**config.mk**
```make
export PLATFORM = sky130hd
export DESIGN_NAME = mdc_seq
export DESIGN_NICKNAME = d
export VERILOG_FILES = /design/src/rtl/mdc_pkg.sv /design/src/rtl/mdc_dp.sv /design/src/rtl/mdc_seq.sv
export SDC_FILE = /design/constraint.sdc
export NUM_CORES = 1
export LEC_CHECK = 0
export CORE_ASPECT_RATIO = 1.4
export CORE_UTILIZATION = 45
export DETAILED_ROUTE_END_ITERATION = 8
export HOLD_SLACK_MARGIN = 0.05
export PLACE_DENSITY = 0.69
export REMOVE_ABC_BUFFERS = 1
export SLEW_MARGIN = 10
export SYNTH_ARGS = -nofsm -noshare
export SYNTH_HDL_FRONTEND = slang
export SYNTH_SLANG_ARGS = --single-unit
```
**constraint.sdc**
```tcl
create_clock -name clk -period 3.3 [get_ports clk]
set_input_delay 0.825 -clock clk [delete_from_list [all_inputs] [get_ports clk]]
set_output_delay 0.825 -clock clk [all_outputs]
set_load 0.1 [all_outputs]
```
**src/rtl/mdc_pkg.sv**
```systemverilog
// Shared definitions for the subtractive GCD sequencer: FSM state type,
// default datapath width and small arithmetic helpers.
package mdc_pkg;

    localparam int MDC_W = 32;

    typedef enum logic [1:0] {
        IDLE = 2'd0,
        CALC = 2'd1,
        DONE = 2'd2
    } mdc_state_e;

    // Result when at least one operand is zero: the other operand
    // (or zero if both are zero).
    function automatic logic [MDC_W-1:0] zero_res(input logic [MDC_W-1:0] a,
                                                  input logic [MDC_W-1:0] b);
        return a | b;
    endfunction

endpackage

```
**src/rtl/mdc_dp.sv**
```systemverilog
// Datapath for the subtractive GCD: operand registers with load and
// subtract enables, magnitude comparators, zero detects and a saturating
// step counter.
module mdc_dp
    import mdc_pkg::*;
#(
    parameter int W = MDC_W
) (
    input  logic         clk,
    input  logic         rst,
    input  logic         load,
    input  logic         sub_a,
    input  logic         sub_b,
    input  logic [W-1:0] i_a,
    input  logic [W-1:0] i_b,
    output logic [W-1:0] a_val,
    output logic [W-1:0] b_val,
    output logic [W-1:0] steps_val,
    output logic         a_gt_b,
    output logic         b_gt_a,
    output logic         a_eq_b,
    output logic         a_zero,
    output logic         b_zero
);

    localparam logic [W-1:0] ZERO_W = {W{1'b0}};
    localparam logic [W-1:0] ONES_W = {W{1'b1}};
    localparam logic [W-1:0] ONE_W  = {{(W-1){1'b0}}, 1'b1};

    logic [W-1:0] a_q, a_d;
    logic [W-1:0] b_q, b_d;
    logic [W-1:0] steps_q, steps_d;

    // Next-state logic for the operands and the saturating step counter.
    always_comb begin
        a_d     = a_q;
        b_d     = b_q;
        steps_d = steps_q;
        if (load) begin
            a_d     = i_a;
            b_d     = i_b;
            steps_d = ZERO_W;
        end else if (sub_a) begin
            a_d     = a_q - b_q;
            steps_d = (steps_q == ONES_W) ? steps_q : (steps_q + ONE_W);
        end else if (sub_b) begin
            b_d     = b_q - a_q;
            steps_d = (steps_q == ONES_W) ? steps_q : (steps_q + ONE_W);
        end else begin
            a_d     = a_q;
            b_d     = b_q;
            steps_d = steps_q;
        end
    end

    // Datapath registers with synchronous reset.
    always_ff @(posedge clk) begin
        if (rst) begin
            a_q     <= ZERO_W;
            b_q     <= ZERO_W;
            steps_q <= ZERO_W;
        end else begin
            a_q     <= a_d;
            b_q     <= b_d;
            steps_q <= steps_d;
        end
    end

    assign a_val     = a_q;
    assign b_val     = b_q;
    assign steps_val = steps_q;
    assign a_gt_b    = (a_q > b_q);
    assign b_gt_a    = (b_q > a_q);
    assign a_eq_b    = (a_q == b_q);
    assign a_zero    = (a_q == ZERO_W);
    assign b_zero    = (b_q == ZERO_W);

endmodule

```
**src/rtl/mdc_seq.sv**
```systemverilog
// Subtractive GCD sequencer: IDLE/CALC/DONE control FSM with registered
// result outputs, driving the mdc_dp datapath.
module mdc_seq
    import mdc_pkg::*;
#(
    parameter int W = MDC_W
) (
    input  logic         clk,
    input  logic         rst,
    input  logic         start,
    input  logic [W-1:0] i_a,
    input  logic [W-1:0] i_b,
    output logic         ready,
    output logic         done,
    output logic [W-1:0] res,
    output logic [W-1:0] steps,
    output logic         err
);

    localparam logic [W-1:0] ZERO_W = {W{1'b0}};

    mdc_state_e   state_q, state_d;
    logic [W-1:0] res_q, res_d;
    logic [W-1:0] steps_q, steps_d;
    logic         err_q, err_d;
    logic         done_q, done_d;

    logic         load_s;
    logic         sub_a_s;
    logic         sub_b_s;
    logic [W-1:0] a_s;
    logic [W-1:0] b_s;
    logic [W-1:0] dp_steps_s;
    logic         a_gt_b_s;
    logic         b_gt_a_s;
    logic         a_eq_b_s;
    logic         a_zero_s;
    logic         b_zero_s;

    mdc_dp #(.W(W)) u_dp (
        .clk       (clk),
        .rst       (rst),
        .load      (load_s),
        .sub_a     (sub_a_s),
        .sub_b     (sub_b_s),
        .i_a       (i_a),
        .i_b       (i_b),
        .a_val     (a_s),
        .b_val     (b_s),
        .steps_val (dp_steps_s),
        .a_gt_b    (a_gt_b_s),
        .b_gt_a    (b_gt_a_s),
        .a_eq_b    (a_eq_b_s),
        .a_zero    (a_zero_s),
        .b_zero    (b_zero_s)
    );

    // FSM transitions, datapath control and next values of the result registers.
    always_comb begin
        state_d = state_q;
        res_d   = res_q;
        steps_d = steps_q;
        err_d   = err_q;
        done_d  = 1'b0;
        load_s  = 1'b0;
        sub_a_s = 1'b0;
        sub_b_s = 1'b0;
        case (state_q)
            IDLE: begin
                if (start) begin
                    load_s  = 1'b1;
                    state_d = CALC;
                end else begin
                    state_d = IDLE;
                end
            end
            CALC: begin
                if (a_zero_s || b_zero_s) begin
                    // The low W bits of MDC_W-wide zero_res are exactly a|b for any W <= MDC_W.
                    res_d   = a_s | b_s;
                    err_d   = a_zero_s && b_zero_s;
                    steps_d = dp_steps_s;
                    done_d  = 1'b1;
                    state_d = DONE;
                end else if (a_eq_b_s) begin
                    res_d   = a_s;
                    err_d   = 1'b0;
                    steps_d = dp_steps_s;
                    done_d  = 1'b1;
                    state_d = DONE;
                end else if (a_gt_b_s) begin
                    sub_a_s = 1'b1;
                end else if (b_gt_a_s) begin
                    sub_b_s = 1'b1;
                end else begin
                    state_d = CALC;
                end
            end
            DONE: begin
                state_d = IDLE;
            end
            default: begin
                state_d = IDLE;
            end
        endcase
    end

    // State and output registers; reset overrides everything, including a running CALC.
    always_ff @(posedge clk) begin
        if (rst) begin
            state_q <= IDLE;
            res_q   <= ZERO_W;
            steps_q <= ZERO_W;
            err_q   <= 1'b0;
            done_q  <= 1'b0;
        end else begin
            state_q <= state_d;
            res_q   <= res_d;
            steps_q <= steps_d;
            err_q   <= err_d;
            done_q  <= done_d;
        end
    end

    assign ready = (state_q == IDLE);
    assign done  = done_q;
    assign res   = res_q;
    assign steps = steps_q;
    assign err   = err_q;

endmodule

```
Word level (Yosys, flattened, before mapping)
Cells that the tools add are included.
W data, S select, Z words.
- muxes and demuxes: 33
- bitwise operators: 2
- order comparisons: 2
- add/subtract/negate cells: 3
- reduce and logical (&&, ||, !) cells: 14
- equal/unequal tests: 6
- operator list (cell ; count):
    $mux W32 ; 12
    $gt A32 B32 Y1 ; 2
    $logic_not A32 Y1 ; 2
    $sub A32 B32 Y32 ; 2
    $add A32 B1 Y32 const B ; 1
    $eq A32 B32 Y1 ; 1
    $eq A32 B32 Y1 const B ; 1
    $or A32 B32 Y32 ; 1
    $mux W1 ; 16
    $mux W2 ; 4
    $ne A4 B4 Y1 const B ; 2
    $reduce_bool A2 Y1 ; 4
    $reduce_and A2 Y1 ; 3
    $pmux W2 S2 ; 1
    $reduce_or A2 Y1 ; 2
    $eq A2 B1 Y1 const B ; 1
    $logic_not A2 Y1 ; 1
    $ne A2 B2 Y1 const B ; 1
    $logic_and A1 B1 Y1 ; 1
    $logic_or A1 B1 Y1 ; 1
    $not A1 Y1 ; 1
- bits in registers: 164

Depth between registers and ports, before layout
Gate-level depths: netlist (run 1).
- depth after elaboration: 9
- mapped depth: 15
- mapped depth without buffers: 12

Cells and area by module
A second synthesis (run 1) with hierarchy kept.
- cells, all modules: 1381
- area, all modules: 10608.9 sq um
- modules (own cells, without submodules) (module ; seq. area each (sq um) ; area each (sq um) ; instances ; cells an instance):
    mdc_dp ; 1921.8 ; 7893.8 ; 1 ; 1067
    mdc_seq ; 1361.3 ; 2715.1 ; 1 ; 314

Worst setup path before layout (run 1)
OpenSTA, ideal clock, no wires.
- path type: register to register
- start point: reg u_dp.b_q[0] (netlist: u_dp.b_val[0])
- end point: reg u_dp.b_q[26] (netlist: u_dp.b_val[26])
- buffers on the path: 2
- cell stages (with the launch flop): 15
- slack: 0.193 ns
- arrival: 2.980 ns
- required time: 3.173 ns
- cell sequence: dfxtp_1 > inv_1 > ha_1 > fa_1 > or2_2 > a221oi_1 > o21a_1 > a21oi_1 > o221ai_2 > nand4bb_2 > and2_4 > buf_6 > buf_6 > a31oi_1 > o31ai_1
- longest elaborated chain between the ends: 8
- elaborated cells between the ends (all ways): 21
- classes of those cells: 1 x add/sub; 2 x order compare; 2 x eq/ne; 12 x mux; 4 x reduce/logical
- ends and longest elaborated chain (item ; RTL line ; source):
    start, declared ; mdc_dp.sv:31 ; logic [W-1:0] b_q, b_d;
    start signal, assigned ; mdc_dp.sv:60 ; b_q <= ZERO_W;
    start signal, assigned ; mdc_dp.sv:64 ; b_q <= b_d;
    $gt A32 B32 Y1 ; mdc_dp.sv:73 ; assign b_gt_a = (b_q > a_q);
    $mux W1 ; mdc_seq.sv:93 ; end else if (b_gt_a_s) begin
    $mux W1 ; mdc_seq.sv:91 ; end else if (a_gt_b_s) begin
    $mux W1 ; mdc_seq.sv:85 ; end else if (a_eq_b_s) begin
    $mux W1 ; mdc_seq.sv:78 ; if (a_zero_s || b_zero_s) begin
    $mux W1 ; mdc_seq.sv:68 ; case (state_q)
    $reduce_bool A2 Y1 (no source line) ; -- ;
    $reduce_and A2 Y1 (no source line) ; -- ;
Parallel ways exist; a longest one is shown, timed or not. The select of a mux whose other input is x is not followed.
A chain may end at the register's enable or synchronous reset.

Worst setup path after layout (run 1)
- start point: reg u_dp.b_q[22] (netlist: u_dp.b_val[22])
- end point: reg u_dp.b_q[27] (netlist: u_dp.b_val[27])
The elaborated chain is that of the path after synthesis.

==> impl_metrics.csv, run 1 <==
group,metric,value,unit
power,p_comb_share,67.7,%
sta,fin_ws,91.8,ps
min_path,min_from,"res[6]$_SDFFE_PP0P_",
synthesis,synth_seq_cells,164,
clock_tree,cts_sinks,164,
sta,holdWs,454,ps
drt,vias_per_cell,5.65,
drt,ant_nets,0,
power,power_frac_seq,17.6,%
floorplan,die_w,135,um
placement,gp_congestion,0.957,
sta,max-slew-margin-rel,43.9,%
clock_tree,cts_tree,"yes",
global_routing,grt_pass1_wl,60.1,mm
synthesis,synth_warnings,0,
clock_tree,cts.htree.levels,4,
placement,io_buffer_count,133,
final_layout,fin_cells,2022,
final_layout,nets,1865,
synthesis,ys_top_cells_by_area,"dfxtp_1, ha_1, nand2_1",
global_routing,overflow,0,
power,clkPwrFrac,14.7,%
drt,wl,38.2,mm
drt,drt-wirelength-per-cell,18.9,um
power,pwr_density_cell,963,mW/mm2
clock_tree,cts_hold_buf,0,
sta,setup_violations,0,
global_routing,met3_usage,3.28,%
global_routing,grt_pass1_vias,11300,
final_layout,multi_input_area,0.00735,mm2
drt,drt_iter0_drc,634,
synthesis,synthCells,1478,
global_routing,grtUsageMet1,36.4,%
floorplan,dieHeight,188,um
clock_tree,cts_buffers,17,
final_layout,fin_area,0.0145,mm2
global_routing,track_usage,30.5,%
floorplan,core_area,0.0241,mm2
drt,vias,11400,
critical_path,timing.rr.start,"u_dp.b_val[22]$_SDFFE_PP0P_",
clock_tree,cts.path.max_buffers,2,
floorplan,design.die.area,0.0254,mm2
placement,placed_cells,1985,
critical_path,crit_fanout,7,
floorplan,num_rows,67,
placement,place_area,0.0136,mm2
synthesis,synth_flop_cell,"dfxtp_1",
global_routing,antenna_found_initial,0,
clock_tree,clkSlewWorstSetupHoldPaths,80,ps
global_routing,met2_usage,54.4,%
synthesis,synth-edff-count,0,
critical_path,critPathLaunchType,"flip-flop",
floorplan,start_util,46.2,%
synthesis,synthArstFlopShare,0,%
power,power_leakage,5.58,nW
sta,period_minus_slack,3210,ps
sta,timing.final.crit_share,97.2,%
drt,dr.pass1.iters,5,
global_routing,grt_busiest_layer,"met2",
power,intPower,7.47,mW
run_status,outcome,"finished, final reports clean",
drt,route.detailed.drc,0,
min_path,hold_class,"reg -> reg",
power,switching_share,46.5,%
critical_path,setup.worst_path.end_class,"flip-flop",
final_layout,post-route-util,60.0,%
synthesis,seq_area_frac_synth,29.4,%
final_layout,area_growth,29.8,%
final_layout,n_antenna_cell,0,
sta,slew_violations,0,
clock_tree,insertion_delay,450,ps
power,vdd_drop_max,0.000491,V
critical_path,setup.worst_path.class,"reg -> reg",
synthesis,ys_types,77,
final_layout,drive_gt1_share,20.4,%
synthesis,avgSynthCellArea,7.55,um2
placement,place_hpwl,29.3,mm
sta,fmax,0.312,GHz
power,design_power_total,13.9,mW
global_routing,grt_max_degree,63,
sta,finalClockSkew,13.9,ps
power,p_switching,6.48,mW
sta,rsz0062_at_grt,"yes",
critical_path,startpoint,"u_dp.b_val[22]$_SDFFE_PP0P_",
synthesis,yosys.area.top_type_share,29.4,%
critical_path,critPathArrivalTime,3610,ps
synthesis,synth_area,0.0112,mm2
placement,dp_slack,-121,ps
floorplan,pin_count,134,
critical_path,cp.required,3700,ps
sta,tns,0,ps
synthesis,synth_top_cell_by_area,"dfxtp_1",
clock_tree,root_buffer,"clkbuf_16",
sta,timing_hold_violations_final,0,
final_layout,n_fill_cell,2268,
flow_run,maxCapViolations,0,
sta,tightest_slew,834,ps
final_layout,ff_latch_area,0.00329,mm2
==> metal layers <==
metal / part of all wire, % / routed length (um)
met1: 42 / 15900
met2: 51 / 19500
met3: 3.8 / 1470
met4: 3.5 / 1350
met5: 0 / 0
==> cells in the mapped netlist (10+ instances only) <==
| library cell | number |
|---|---|
| o21bai_1 | 12 |
| and3_1 | 12 |
| o31ai_1 | 16 |
| a21oi_1 | 171 |
| nor4_1 | 27 |
| xnor2_1 | 79 |
| nand3_1 | 19 |
| nand2_1 | 236 |
| a31o_2 | 12 |
| ha_1 | 97 |
| clkbuf_1 | 66 |
| dfxtp_1 | 164 |
| nand2b_1 | 10 |
| a31oi_1 | 14 |
| inv_1 | 101 |
| nand4_1 | 13 |
| nor2b_1 | 12 |
| o211ai_1 | 59 |
| o21ai_0 | 44 |
| nor3_1 | 44 |
| nor2_1 | 108 |
| buf_2 | 20 |
==> layout by cell type (no fill, tap or decap), drive strengths merged, types with 17 or more instances in the layout <==
cell	netlist	layout
nand2	238	238
nor3	45	45
buf	30	232
clkbuf	66	17
a21oi	171	171
dfxtp	164	164
inv	102	110
nor2	108	108
clkdlybuf4s50	0	65
o211ai	59	59
o21ai	46	46
nand3	19	19
xnor2	79	79
nor4	31	31
ha	97	97
o31ai	19	19
==> worst max-delay path, stage by stage, from the launching register on <==
cell and delay [ps]:
dfxtp_1 380, inv_1 90, ha_1 300, or4_4 590, nor4_4 200, and2b_2 260
nand2_2 130, o221ai_4 270, nand4bb_4 170, and2_4 240, buf_12 150, a2111oi_4 260
a31o_1 130
==> cell type report <==
cell class | count | area share, %
Sequential cell | 164 | 22.7
Clock inverter | 15 | 1.14
Inverter | 102 | 2.64
Tap cell | 310 | 2.68
Timing Repair Buffer | 297 | 17.1
Multi-Input combinational cell | 1117 | 50.8
Clock buffer | 17 | 2.94
==> sequential cells by signal (all words and copies together), names as in the netlist <==
| register | count |
|---|---|
| done | 1 |
| u_dp.b_val | 32 |
| steps | 32 |
| u_dp.a_val | 32 |
| res | 32 |
| state_q | 2 |
| err | 1 |
| u_dp.steps_val | 32 |
==> timing repair <==
action | CTS | global route
resized for setup | 7 | 48
gates cloned | 0 | 1
pin swaps | 0 | 10
setup endpoints to repair | 39 | 90
setup buffers | 2 | 2
==> power by group through the flow <==
| stage | Sequential, mW | Combinational [mW] | Clock (mW) |
|---|---|---|---|
| 2_1_floorplan | 2.49 | 5.31 | 0 |
| 3_3_place_gp | 2.49 | 8.87 | 0 |
| 3_5_place_dp | 2.50 | 8.84 | 0 |
| 4_1_cts | 2.45 | 8.98 | 2.10 |
| 5_1_grt | 2.49 | 10.2 | 2.15 |
| 6_report | 2.46 | 9.44 | 2.05 |
==> final timing paths <==
kind | endpoint | slack [ps] | cells after the start
worst max-delay path | u_dp.b_val[27]$_SDFFE_PP0P_ | 90 | 12
worst min-delay path | res[6]$_SDFFE_PP0P_ | 450 | 2
worst max register to register | u_dp.b_val[27]$_SDFFE_PP0P_ | 90 | 12
worst min register to register | res[6]$_SDFFE_PP0P_ | 450 | 2
==> cell families after synthesis <==
logic type               Yosys count  share of synthesized area (%)
buffers and inverters            198                           7.15
multiplexers                       2                          0.179
XOR/XNOR                          82                           6.44
adder cells (fa/ha/maj)           99                           11.2
AND/OR/NAND/NOR                  519                           21.4
flip-flops                       164                           29.4
AO/OA/AOI/OAI                    414                           24.1
Note: power is estimated with default switching activity, not from simulation.
==> run 2: changes to the inputs <==
--- a/config.mk
+++ b/config.mk
@@ -15,3 +15,4 @@
 export SYNTH_ARGS = -nofsm -noshare
 export SYNTH_HDL_FRONTEND = slang
 export SYNTH_SLANG_ARGS = --single-unit
+export TNS_END_PERCENT = 30
==> impl_metrics.csv, run 2 (synthesis gave the netlist of run 1 again) <==
group,metric,value,unit
global_routing,grt_max_degree,63,
global_routing,grt_pass1_wl,60.0,mm
clock_tree,cts.htree.levels,4,
critical_path,setup.worst_path.class,"reg -> reg",
sta,rsz0062_at_grt,"yes",
critical_path,setup.worst_path.end_class,"flip-flop",
global_routing,overflow,0,
global_routing,track_usage,30.4,%
critical_path,crit_top_cell,"buf_4",
power,vdd_drop_max,0.000521,V
placement,place_area,0.0136,mm2
floorplan,num_rows,67,
drt,vias_per_cell,5.64,
sta,tightest_slew,770,ps
final_layout,n_fill_cell,2261,
clock_tree,cts_hold_buf,0,
critical_path,cp.required,3650,ps
sta,fmax,0.308,GHz
power,power_leakage,5.60,nW
placement,io_buffer_count,133,
final_layout,ff_latch_area,0.00329,mm2
final_layout,n_antenna_cell,0,
clock_tree,cts_tree,"yes",
drt,vias,11400,
floorplan,start_util,46.2,%
critical_path,timing.rr.start,"u_dp.a_val[0]$_SDFFE_PP0P_",
drt,ant_nets,0,
final_layout,post-route-util,60.1,%
sta,max-slew-margin-rel,48.2,%
critical_path,critPathArrivalTime,3590,ps
drt,route.detailed.drc,0,
critical_path,reg2reg_depth,14,
critical_path,slowest_delay,410,ps
drt,dr.pass1.iters,5,
sta,slew_violations,0,
floorplan,dieHeight,188,um
critical_path,critPathLaunchType,"flip-flop",
final_layout,nets,1867,
sta,finalClockSkew,13.3,ps
critical_path,slowest_stage,"o311a_1",
sta,setup_violations,0,
critical_path,r2r_end,"u_dp.b_val[15]$_SDFFE_PP0P_",
power,pwr_density_cell,964,mW/mm2
flow_run,maxCapViolations,0,
final_layout,multi_input_area,0.00735,mm2
critical_path,crit_fanout,8,
placement,place_hpwl,29.3,mm
drt,wl,38.1,mm
min_path,min_from,"res[6]$_SDFFE_PP0P_",
critical_path,reg2reg_setup_slack,60,ps
global_routing,antenna_found_initial,0,
clock_tree,cts_sinks,164,
sta,period_minus_slack,3240,ps
drt,drt_iter0_drc,635,
sta,timing.final.crit_share,98.2,%
sta,timing_hold_violations_final,0,
floorplan,core_area,0.0241,mm2
sta,tns,0,ps
clock_tree,insertion_delay,450,ps
clock_tree,cts_buffers,17,
power,design_power_total,14.0,mW
final_layout,fin_area,0.0145,mm2
min_path,hold_class,"reg -> reg",
final_layout,fin_cells,2024,
placement,gp_congestion,0.957,
floorplan,die_w,135,um
final_layout,area_growth,30.0,%
floorplan,pin_count,134,
drt,drt-wirelength-per-cell,18.8,um
clock_tree,clkSlewWorstSetupHoldPaths,70,ps
global_routing,grt_pass1_vias,11300,
min_path,whs_endpoint,"res[6]$_SDFFE_PP0P_",
final_layout,final_common_cell,"nand2_1",
clock_tree,root_buffer,"clkbuf_16",
min_path,hold_path_depth,2,
critical_path,crit_path_cell_trace,"buf_4 -> inv_2 -> ha_2 -> fa_2 -> nor3_2 -> o31a_1 -> o311a_1 -> o21ba_2 -> o21a_2 -> nand4bb_4 -> and2_4 -> buf_4 -> buf_4 -> o41ai_2",
floorplan,design.die.area,0.0254,mm2
final_layout,drive_gt1_share,20.4,%
clock_tree,cts.path.max_buffers,2,
final_layout,layout_common_cells,"nand2_1, buf_4, a21oi_1",
placement,placed_cells,1985,
run_status,outcome,"finished, final reports clean",
==> run 2: cell types whose count changed in the layout (fill, tap and decap cells not counted), moves of 2 or more <==
cell and delta:
o21a_2 +2, buf_4 +2, o21a_4 -2, o21ai_0 -2, o21ai_1 +2
==> run 2: per-stage QoR <==
stage | hold WS, ps | worst slack (ps)
finish | 454 | 58.1
global route | 470 | -65.7
CTS | 457 | -35.9
detailed placement | 448 | -121
global placement | 439 | -4.80
floorplan | 447 | -1260
==> run 2: worst max path at each step <==
stage / from / to / slack, ps
4_1_cts: u_dp.a_val[0]$_SDFFE_PP0P_ / u_dp.b_val[27]$_SDFFE_PP0P_ / -40
5_1_grt: u_dp.a_val[29]$_SDFFE_PP0P_ / u_dp.steps_val[27]$_SDFFE_PP0P_ / -70
3_3_place_gp: u_dp.b_val[0]$_SDFFE_PP0P_ / u_dp.b_val[30]$_SDFFE_PP0P_ / -5
6_report: u_dp.a_val[0]$_SDFFE_PP0P_ / u_dp.b_val[15]$_SDFFE_PP0P_ / 60
2_1_floorplan: state_q[1]$_SDFFE_PP0P_ / u_dp.b_val[5]$_SDFFE_PP0P_ / -1260
3_5_place_dp: u_dp.b_val[27]$_SDFFE_PP0P_ / u_dp.steps_val[22]$_SDFFE_PP0P_ / -120
==> run 2: metal layers <==
layer,share of wire (%),up-vias,track usage (%)
met2,51,320,54.4
met1,42,5420,36.4
met5,0,-,0
met3,3.6,82,3.28
met4,3.4,0,12.9
li1,-,5587,-
==> run 2: repair_timing <==
item | CTS | global route
gates resized for setup | 7 | 50
endpoints found under the setup margin | 39 | 89
setup buffers | 0 | 7
pin swaps | 0 | 7
==> run 2: where the power goes <==
group / internal, mW / switching [mW] / total [mW] / leakage (nW)
Combinational: 4.21 / 5.27 / 9.48 / 3.98
Sequential: 2.23 / 0.230 / 2.46 / 1.33
Clock: 1.08 / 0.968 / 2.04 / 0.286
Total: 7.51 / 6.46 / 14.0 / 5.60
==> run 2: area by class of cell <==
type,instances,share of cell area (%)
well taps,310,2.67
clock inverters,15,1.14
multi-input cells,1116,50.6
inverters,102,2.64
clock buffers,17,2.93
repair buffers,300,17.3
flip-flops and latches,164,22.7
==> run 2: critical path, delay by kind of cell, from the launching register on <==
kind            cells  cell delay, ps
buf+inv             4             470
compound gates      5            1440
fa+ha+maj           2             400
simple gates        3             530
flops               1             310
==> run 3: changes to the inputs <==
--- a/config.mk
+++ b/config.mk
@@ -6,10 +6,11 @@
 export NUM_CORES = 1
 export LEC_CHECK = 0
 export CORE_ASPECT_RATIO = 1.4
-export CORE_UTILIZATION = 45
+export CORE_UTILIZATION = 30
+export CTS_CLUSTER_SIZE = 25
 export DETAILED_ROUTE_END_ITERATION = 8
 export HOLD_SLACK_MARGIN = 0.05
-export PLACE_DENSITY = 0.69
+export RECOVER_POWER = 50
 export REMOVE_ABC_BUFFERS = 1
 export SLEW_MARGIN = 10
 export SYNTH_ARGS = -nofsm -noshare
==> impl_metrics.csv, run 3 (synthesis gave the netlist of run 1 again) <==
group,metric,value,unit
min_path,hold_path_depth,2,
sta,slew_violations,0,
final_layout,area_growth,31.0,%
floorplan,design.die.area,0.0380,mm2
placement,dp_slack,-182,ps
drt,drt_iter0_drc,740,
clock_tree,clkSlewWorstSetupHoldPaths,70,ps
clock_tree,cts_buffers,17,
sta,finalClockSkew,16.5,ps
floorplan,num_rows,83,
placement,io_buffer_count,133,
global_routing,antenna_found_initial,0,
sta,rsz0062_at_grt,"yes",
placement,gp_congestion,0.944,
power,pwr_density_cell,985,mW/mm2
power,power_leakage,5.43,nW
clock_tree,cts.path.max_buffers,2,
power,power_frac_seq,16.9,%
clock_tree,cts_tree,"yes",
sta,timing.final.crit_share,98.0,%
final_layout,final_common_cell,"nand2_1",
clock_tree,cts_sinks,164,
sta,period_minus_slack,3230,ps
power,intPower,7.75,mW
floorplan,dieHeight,230,um
critical_path,reg2reg_depth,12,
critical_path,crit_fanout,5,
drt,dr.pass1.iters,5,
critical_path,reg2reg_setup_slack,70,ps
min_path,whs_endpoint,"res[8]$_SDFFE_PP0P_",
global_routing,grt_max_degree,69,
run_status,outcome,"finished, final reports clean",
placement,place_hpwl,31.8,mm
sta,tightest_slew,1220,ps
drt,vias,11400,
critical_path,setup.worst_path.class,"reg -> reg",
floorplan,pin_count,134,
critical_path,timing.rr.start,"u_dp.a_val[6]$_SDFFE_PP0P_",
global_routing,track_usage,21.8,%
power,clkPwrFrac,15.2,%
critical_path,critPathArrivalTime,3630,ps
final_layout,drive_gt1_share,16.8,%
critical_path,cp.required,3690,ps
power,p_switching,6.64,mW
min_path,min_from,"res[8]$_SDFFE_PP0P_",
min_path,hold_class,"reg -> reg",
global_routing,grt_pass1_vias,11600,
sta,fmax,0.309,GHz
final_layout,nets,1884,
power,p_comb_share,67.9,%
floorplan,core_area,0.0367,mm2
sta,timing_hold_violations_final,0,
sta,max-slew-margin-rel,18.9,%
power,vdd_drop_max,0.000567,V
floorplan,die_w,165,um
flow_run,maxCapViolations,0,
clock_tree,insertion_delay,470,ps
drt,ant_nets,0,
clock_tree,root_buffer,"clkbuf_16",
global_routing,overflow,0,
power,switching_share,46.1,%
sta,setup_violations,0,
floorplan,start_util,30.4,%
drt,vias_per_cell,5.20,
final_layout,n_antenna_cell,0,
global_routing,grt_pass1_wl,63.8,mm
critical_path,r2r_end,"u_dp.a_val[31]$_SDFFE_PP0P_",
final_layout,layout_common_cells,"nand2_1, buf_4, a21oi_1",
clock_tree,cts.htree.levels,4,
power,design_power_total,14.4,mW
critical_path,critPathLaunchType,"flip-flop",
sta,fin_ws,65.6,ps
drt,wl,41.1,mm
drt,drt-wirelength-per-cell,18.7,um
critical_path,setup.worst_path.end_class,"flip-flop",
drt,route.detailed.drc,0,
## run 3: changes by cell type in the layout (fill, tap and decap cells not counted), moves of 3 or more
cell,previous run,this run
nor4_4,4,1
buf_4,226,171
clkbuf_1,0,67
a21oi_1,168,165
o21a_1,2,5
## run 3: cell type report
class                           instances  area [um2]
Clock buffer                           17         425
Clock inverter                         15         210
Fill cell                            3788       22000
Inverter                              102         383
Multi-Input combinational cell       1116        7290
Sequential cell                       164        3280
Tap cell                              467         584
Timing Repair Buffer                  317        2440
## run 3: worst max path at each step
stage	startpoint	end	slack, ps	cells past startpoint
after global routing	u_dp.a_val[5]$_SDFFE_PP0P_	u_dp.a_val[31]$_SDFFE_PP0P_	-60	12
after floorplan	state_q[1]$_SDFFE_PP0P_	u_dp.b_val[5]$_SDFFE_PP0P_	-1260	5
after global placement	u_dp.b_val[0]$_SDFFE_PP0P_	u_dp.steps_val[29]$_SDFFE_PP0P_	-120	13
after CTS	u_dp.a_val[6]$_SDFFE_PP0P_	u_dp.a_val[31]$_SDFFE_PP0P_	-40	12
final	u_dp.a_val[6]$_SDFFE_PP0P_	u_dp.a_val[31]$_SDFFE_PP0P_	70	12
after detailed placement	u_dp.b_val[0]$_SDFFE_PP0P_	u_dp.steps_val[29]$_SDFFE_PP0P_	-180	13
## run 3: timing repair
action                     in CTS  in global routing
setup endpoints to repair      23                 78
setup buffers                   0                  4
gates cloned                    0                  2
pin swaps                       1                  8
hold buffers                    0                  0
gates resized for setup         8                 39
## run 3: through the flow
stage / instances / util [%] / instance area [um2] / TNS, ps / hold WS (ps)
final: 2198 / 39.9 / 14600 / 0 / 452
after global routing: 2198 / 39.9 / 14600 / -381 / 468
after CTS: 2192 / 40.0 / 14600 / -70.8 / 458
after detailed placement: 2160 / 38.1 / 14000 / -1510 / 449
after global placement: 2160 / 38.1 / 14000 / -461 / 442
after floorplan: 1382 / - / 10700 / -108190 / 447
## run 3: power by group through the flow
stage / clock [mW] / sequential (mW) / combinational, mW
2_1_floorplan: 0 / 2.49 / 5.31
3_3_place_gp: 0 / 2.48 / 9.20
3_5_place_dp: 0 / 2.48 / 9.19
4_1_cts: 2.23 / 2.44 / 9.32
5_1_grt: 2.31 / 2.47 / 10.5
6_report: 2.18 / 2.44 / 9.77
## run 3: worst max-delay path, stage by stage, from the launching register on
cell	delay [ps]
dfxtp_1	330
inv_1	70
ha_1	310
inv_2	70
a2111oi_1	490
a21oi_2	200
a221oi_4	370
o21ai_1	190
a31oi_1	280
buf_4	180
nor2_1	70
or4_1	510
o211ai_1	90
## run 3: metal layers
layer  up-vias  global-route usage [%]  wire length, um
met1      5436                    25.2            17100
met5         -                       0                0
li1       5626                       -                -
met2       276                    38.8            21100
met4         0                    10.7             1540
met3        92                    2.81             1340
==> patch 1, RTL diff (flow settings as in run 2) <==
Re-encode `mdc_state_e` (3 states) as one-hot, 3 bits wide.
--- a/src/rtl/mdc_pkg.sv
+++ b/src/rtl/mdc_pkg.sv
@@ -4,10 +4,10 @@
 
     localparam int MDC_W = 32;
 
-    typedef enum logic [1:0] {
-        IDLE = 2'd0,
-        CALC = 2'd1,
-        DONE = 2'd2
+    typedef enum logic [2:0] {
+        IDLE = 3'b001,
+        CALC = 3'b010,
+        DONE = 3'b100
     } mdc_state_e;
 
     // Result when at least one operand is zero: the other operand
Function: same outputs for any inputs over 4 cycles, from zero or initial values and one cycle with rst high; so few cycles prove little.
==> patch 1 against run 2 <==
First-iteration DRC count up 38%; global-route usage grew 1.9 points; sequential cell count grew 1; cell area grew 4.8%; fmax up 0.58%; critical path depth did not move; synthesized area increased by 1.1%; routed wire length grew 9.3%; setup slack gained 0.019 ns.
Power is not compared: it rests on default switching activity, and its combinational part moved more than twofold at a synthesized area within 25%.
==> patch 1: results (changes against run 2) <==
stage,metric,value,unit,change
drt,metal2 WL,20600,um,"was 19,500 um"
layout,number of fill cells,2250,,"was 2,261"
outcome,status,"finished, final reports clean",,unchanged
power,Comb power,3020,uW,
layout,share of layout cells above drive strength 1,0.219,,was 0.204
synth,Synth Area in Compound Gates,0.217,,was 0.241
sta,Least-Margin Pin Slew,0.804,ns,was 0.770 ns
synth,Ys Warns,0,,unchanged
drt,WL/cell,19.6,um,was 18.8 um
clock_network,post-cts resize count,3,,was 7
synth,top post-synthesis cells by area,"dfxtp_1 29%, ha_1 11%, nand2_1 8.8%",,"was dfxtp_1 29%, ha_1 11%, nand2_1 7.9%"
place,dpl ws,-0.0143,ns,was -0.121 ns
clock_network,"Reg clk slew, reported paths",0.07,ns,about the same
worst_setup_path,crit-path leading delay family,simple AND/OR/NAND/NOR gates,,was compound AO/OA/AOI/OAI gates
drt,WL met3,2070,um,was 1360 um
layout,Final nets,1966,,"was 1,867"
layout,Reg area,3320,um^2,was 3290 um^2
global_route,met2 GRT Util,0.566,,was 0.544
power,peak supply drop,0.000421,V,
clock_network,Setup Buffers After CTS,0,,unchanged
worst_setup_path,CP Data Arrival Time,3.60,ns,was 3.59 ns
synth,Synth Area in Adders,0.111,,was 0.112
drt,first drt pass iteration count,5,,unchanged
worst_setup_path,CP peak stage delay,0.55,ns,was 0.41 ns
synth,Synth Area in XOR/XNOR,0.0629,,was 0.0644
global_route,met3 GRT Util,0.0439,,was 0.0328
global_route,Global Route Usage Sum,0.323,,was 0.304
layout,non-filler cells in the finished layout,2128,,"was 2,024"
hold_path,worst hold path type,reg2reg,,unchanged
clock_network,H-Tree Depth,4,,unchanged
place,RePlAce Congestion,0.980,,was 0.957
synth,post-synthesis sequential area ratio,0.293,,was 0.294
synth,Synth Instances,1521,,"was 1,478"
place,port bufs,133,,unchanged
place,placed cell areas,14100,um^2,"was 13,600 um^2"
power,sw frac,0.364,,
power,register share of total power,0.290,,
synth,"top cells by count, synth","266 x nand2_1, 165 x dfxtp_1, 163 x a21oi_1",,"was 236 x nand2_1, 171 x a21oi_1, 164 x dfxtp_1"
drt,wl on met1,17300,um,"was 16,000 um"
clock_network,worst skew pair latency,0.45,ns,about the same
synth,mux share of post-synthesis cell area,0.00532,,was 0.00179
global_route,pin count of the biggest net entering global routing,45,,was 63
sta,clk_skew,0.0121,ns,was 0.0133 ns
worst_setup_path,"Max FO, Critical Path",11,,was 8
layout,antenna cells,0,,unchanged
drt,Vias,12000,,"was 11,400"
drt,Detailed Route Iter0 Violations,878,,was 635
worst_setup_path,CP max-delay cell,or4_4,,was o311a_1
drt,Max Used Layer,met4,,unchanged
power,Logic pwr share,0.416,,
synth,Netlist cell types,79,,was 77
global_route,GR met1 Demand/Resource,0.386,,was 0.364
place,DP Wirelength,31900,um,"was 29,300 um"
global_route,first-pass GRT wire length,63600,um,"was 60,000 um"
[patch 1: cell count changes after synthesis, sizes merged, moves of 8 or more]
cell           run 2  this run
a21oi            171       163
a31o              16         1
clkbuf            66        51
nand2            238       266
nand4             13        26
nor2             108       121
nor3              45        27
nor4              31        47
o211ai            59        21
o21ai             46        90
or3                3        11
[patch 1: worst paths after layout]
kind | startpoint | end | slack [ns] | depth (start not counted)
worst max-delay path | u_dp.b_val[31] | u_dp.b_val[24] | 0.08 | 14
worst min-delay path | steps[26] | steps[26] | 0.45 | 2
worst max register to register | u_dp.b_val[31] | u_dp.b_val[24] | 0.08 | 14
worst min register to register | steps[26] | steps[26] | 0.45 | 2
[patch 1: layout make-up]
| type | instances | area share |
|---|---|---|
| multi-input combinational | 1164 | 0.495 |
| sequential | 165 | 0.218 |
| timing repair buffer | 348 | 0.195 |
| clock buffer | 21 | 0.0309 |
| tap | 315 | 0.0259 |
| inverter | 104 | 0.0258 |
| clock inverter | 11 | 0.00914 |
==> patch 2, RTL diff (settings of run 2) <==
Made on the original files. `MDC_W`: 32 -> 36.
--- a/src/rtl/mdc_pkg.sv
+++ b/src/rtl/mdc_pkg.sv
@@ -2,7 +2,7 @@
 // default datapath width and small arithmetic helpers.
 package mdc_pkg;
 
-    localparam int MDC_W = 32;
+    localparam int MDC_W = 36;
 
     typedef enum logic [1:0] {
         IDLE = 2'd0,
Interface: changed (resized i_a, i_b, res and steps); port bits go from 134 to 150. The function was not compared with the original's and may differ.
==> patch 2 against run 2 <==
Cell area rose by 19%; global-route usage increased by 3.0 points; largest power group unchanged; clock power rose by 14%; routed wire length rose by 27%; via count grew 21%; setup slack worse by 0.024 ns; total power fell by 5.0%; highest routed layer is now met5; synthesized area is 14% higher; combinational power is 11% lower; core utilization increased by 2.5 points; critical path type unchanged; sequential power increased by 2%; sequential cell count up 20.
==> patch 2: results (changes against run 2) <==
stage,metric,value,unit,change
place,Inst Count DP,2371,,"was 1,985"
place,DP Wirelength,37600,um,"was 29,300 um"
global_route,GR met1 Demand/Resource,0.366,,was 0.364
worst_setup_path,crit-path leading delay family,simple AND/OR/NAND/NOR gates,,was compound AO/OA/AOI/OAI gates
clock_network,H-Tree Depth,4,,unchanged
worst_setup_path,CP peak stage delay,0.41,ns,about the same
drt,first drt pass iteration count,5,,unchanged
drt,Vias,13800,,"was 11,400"
drt,Detailed Route Iter0 Violations,828,,was 635
power,peak supply drop,0.000528,V,was 0.000521 V
worst_setup_path,CP max-delay cell,fa_2,,was o311a_1
drt,Routed WL,48300,um,"was 38,100 um"
sta,Slew HR,0.453,,was 0.482
global_route,met2 GRT Util,0.607,,was 0.544
synth,mux share of post-synthesis cell area,0.00650,,was 0.00179
global_route,Global Route Usage Sum,0.335,,was 0.304
global_route,met3 GRT Util,0.0532,,was 0.0328
synth,area share of the largest cell type after synthesis,0.290,,was 0.294
layout,Final nets,2211,,"was 1,867"
clock_network,Num CTS Buffers,17,,unchanged
synth,"top cells by count, synth","241 x nand2_1, 217 x a21oi_1, 184 x dfxtp_1",,"was 236 x nand2_1, 171 x a21oi_1, 164 x dfxtp_1"
synth,Ys Warns,0,,unchanged
global_route,first-pass GRT wire length,73900,um,"was 60,000 um"
synth,top post-synthesis cells by area,"dfxtp_1 29%, ha_1 11%, a21oi_1 8.6%",,"was dfxtp_1 29%, ha_1 11%, nand2_1 7.9%"
drt,WL/cell,20.1,um,was 18.8 um
global_route,antenna violations before repair,2,,was 0
synth,Synth Area in Compound Gates,0.270,,was 0.241
clock_network,"Reg clk slew, reported paths",0.07,ns,about the same
clock_network,worst skew pair latency,0.46,ns,
power,Leakage,0.00674,uW,was 0.00560 uW
worst_setup_path,CP Data Arrival Time,3.63,ns,was 3.59 ns
hold_path,Hold Crit Start,res[14],,was res[6]
clock_network,CTS root buffer,clkbuf_16,,unchanged
power,sw frac,0.437,,was 0.462
place,RePlAce Congestion,0.989,,was 0.957
worst_setup_path,Critical R2R Launch,u_dp.a_val[0],,unchanged
place,port bufs,149,,was 133
synth,Synth Area in Adders,0.111,,was 0.112
drt,WL met3,2420,um,was 1360 um
drt,Max Used Layer,met5,,was met4
hold_path,worst hold path type,reg2reg,,unchanged
synth,post-synthesis sequential area ratio,0.290,,was 0.294
synth,Synth Instances,1679,,"was 1,478"
layout,share of layout cells above drive strength 1,0.241,,was 0.204
sta,"Slew Viols, Final",0,,unchanged
synth,Post-synth ARST share,0,,unchanged
synth,Most used DFF post-synth,dfxtp_1,,unchanged
worst_setup_path,WS Path Type,reg2reg,,unchanged
clock_network,Clock Tree Buf Depth,2,,unchanged
synth,Synth Area in XOR/XNOR,0.0455,,was 0.0644
sta,clk_skew,0.0170,ns,was 0.0133 ns
drt,metal2 WL,25000,um,"was 19,500 um"
synth,Netlist cell types,83,,was 77
drt,wl on met1,18500,um,"was 16,000 um"
worst_setup_path,"Max FO, Critical Path",6,,was 8
outcome,status,"finished, final reports clean",,unchanged
layout,antenna cells,0,,unchanged
global_route,pin count of the biggest net entering global routing,79,,was 63
patch 2: changes by cell type after synthesis, sizes merged, moves of 15 or more:
cell    before  now
a21oi      171  220
a22oi        0   31
dfxtp      164  184
inv        102  117
nand3       19   38
nor2       108   79
o211ai      59   43
o21ai       46  107
xnor2       79   61
patch 2: repair_timing:
action | CTS | global route
gates cloned | 1 | 0
setup buffers | 1 | 3
resized for setup | 19 | 73
setup endpoints to repair | 80 | 95
pin swaps | 6 | 23
patch 2: power by group through the flow:
| stage | clock network [uW] | registers (uW) | logic, uW |
|---|---|---|---|
| after floorplan | 0 | 2600 | 4190 |
| after global placement | 0 | 2550 | 7820 |
| after detailed placement | 0 | 2550 | 7800 |
| after CTS | 2340 | 2500 | 7940 |
| after global routing | 2420 | 2530 | 9030 |
| final | 2320 | 2510 | 8460 |
patch 2: path summary, 6_finish.rpt:
path	end	slack, ns	depth (start not counted)
setup reg to reg	u_dp.steps_val[15]	0.03	16
hold reg to reg	res[14]	0.45	2
setup / recovery	u_dp.steps_val[15]	0.03	16
hold / removal	res[14]	0.45	2
patch 2: through the flow:
step           TNS [ns]  hold WS, ns  area, um^2  worst slack (ns)  total power (uW)
4_1_cts               0        0.457       17000           0.00345             12800
3_3_place_gp     -0.305        0.442       16200           -0.0771             10400
6_report              0        0.454       17300            0.0339             13300
2_1_floorplan   -252.50        0.439       12200             -2.72              6790
5_1_grt          -0.370        0.469       17300           -0.0705             14000
3_5_place_dp      -2.64        0.446       16200            -0.119             10400
patch 2: cell type report:
| cell class | count | area, um^2 |
|---|---|---|
| inverters | 118 | 443 |
| well taps | 370 | 463 |
| clock buffers | 20 | 457 |
| multi-input cells | 1270 | 8480 |
| clock inverters | 12 | 186 |
| repair buffers | 434 | 3580 |
| fillers | 2549 | 10400 |
| flip-flops and latches | 184 | 3690 |
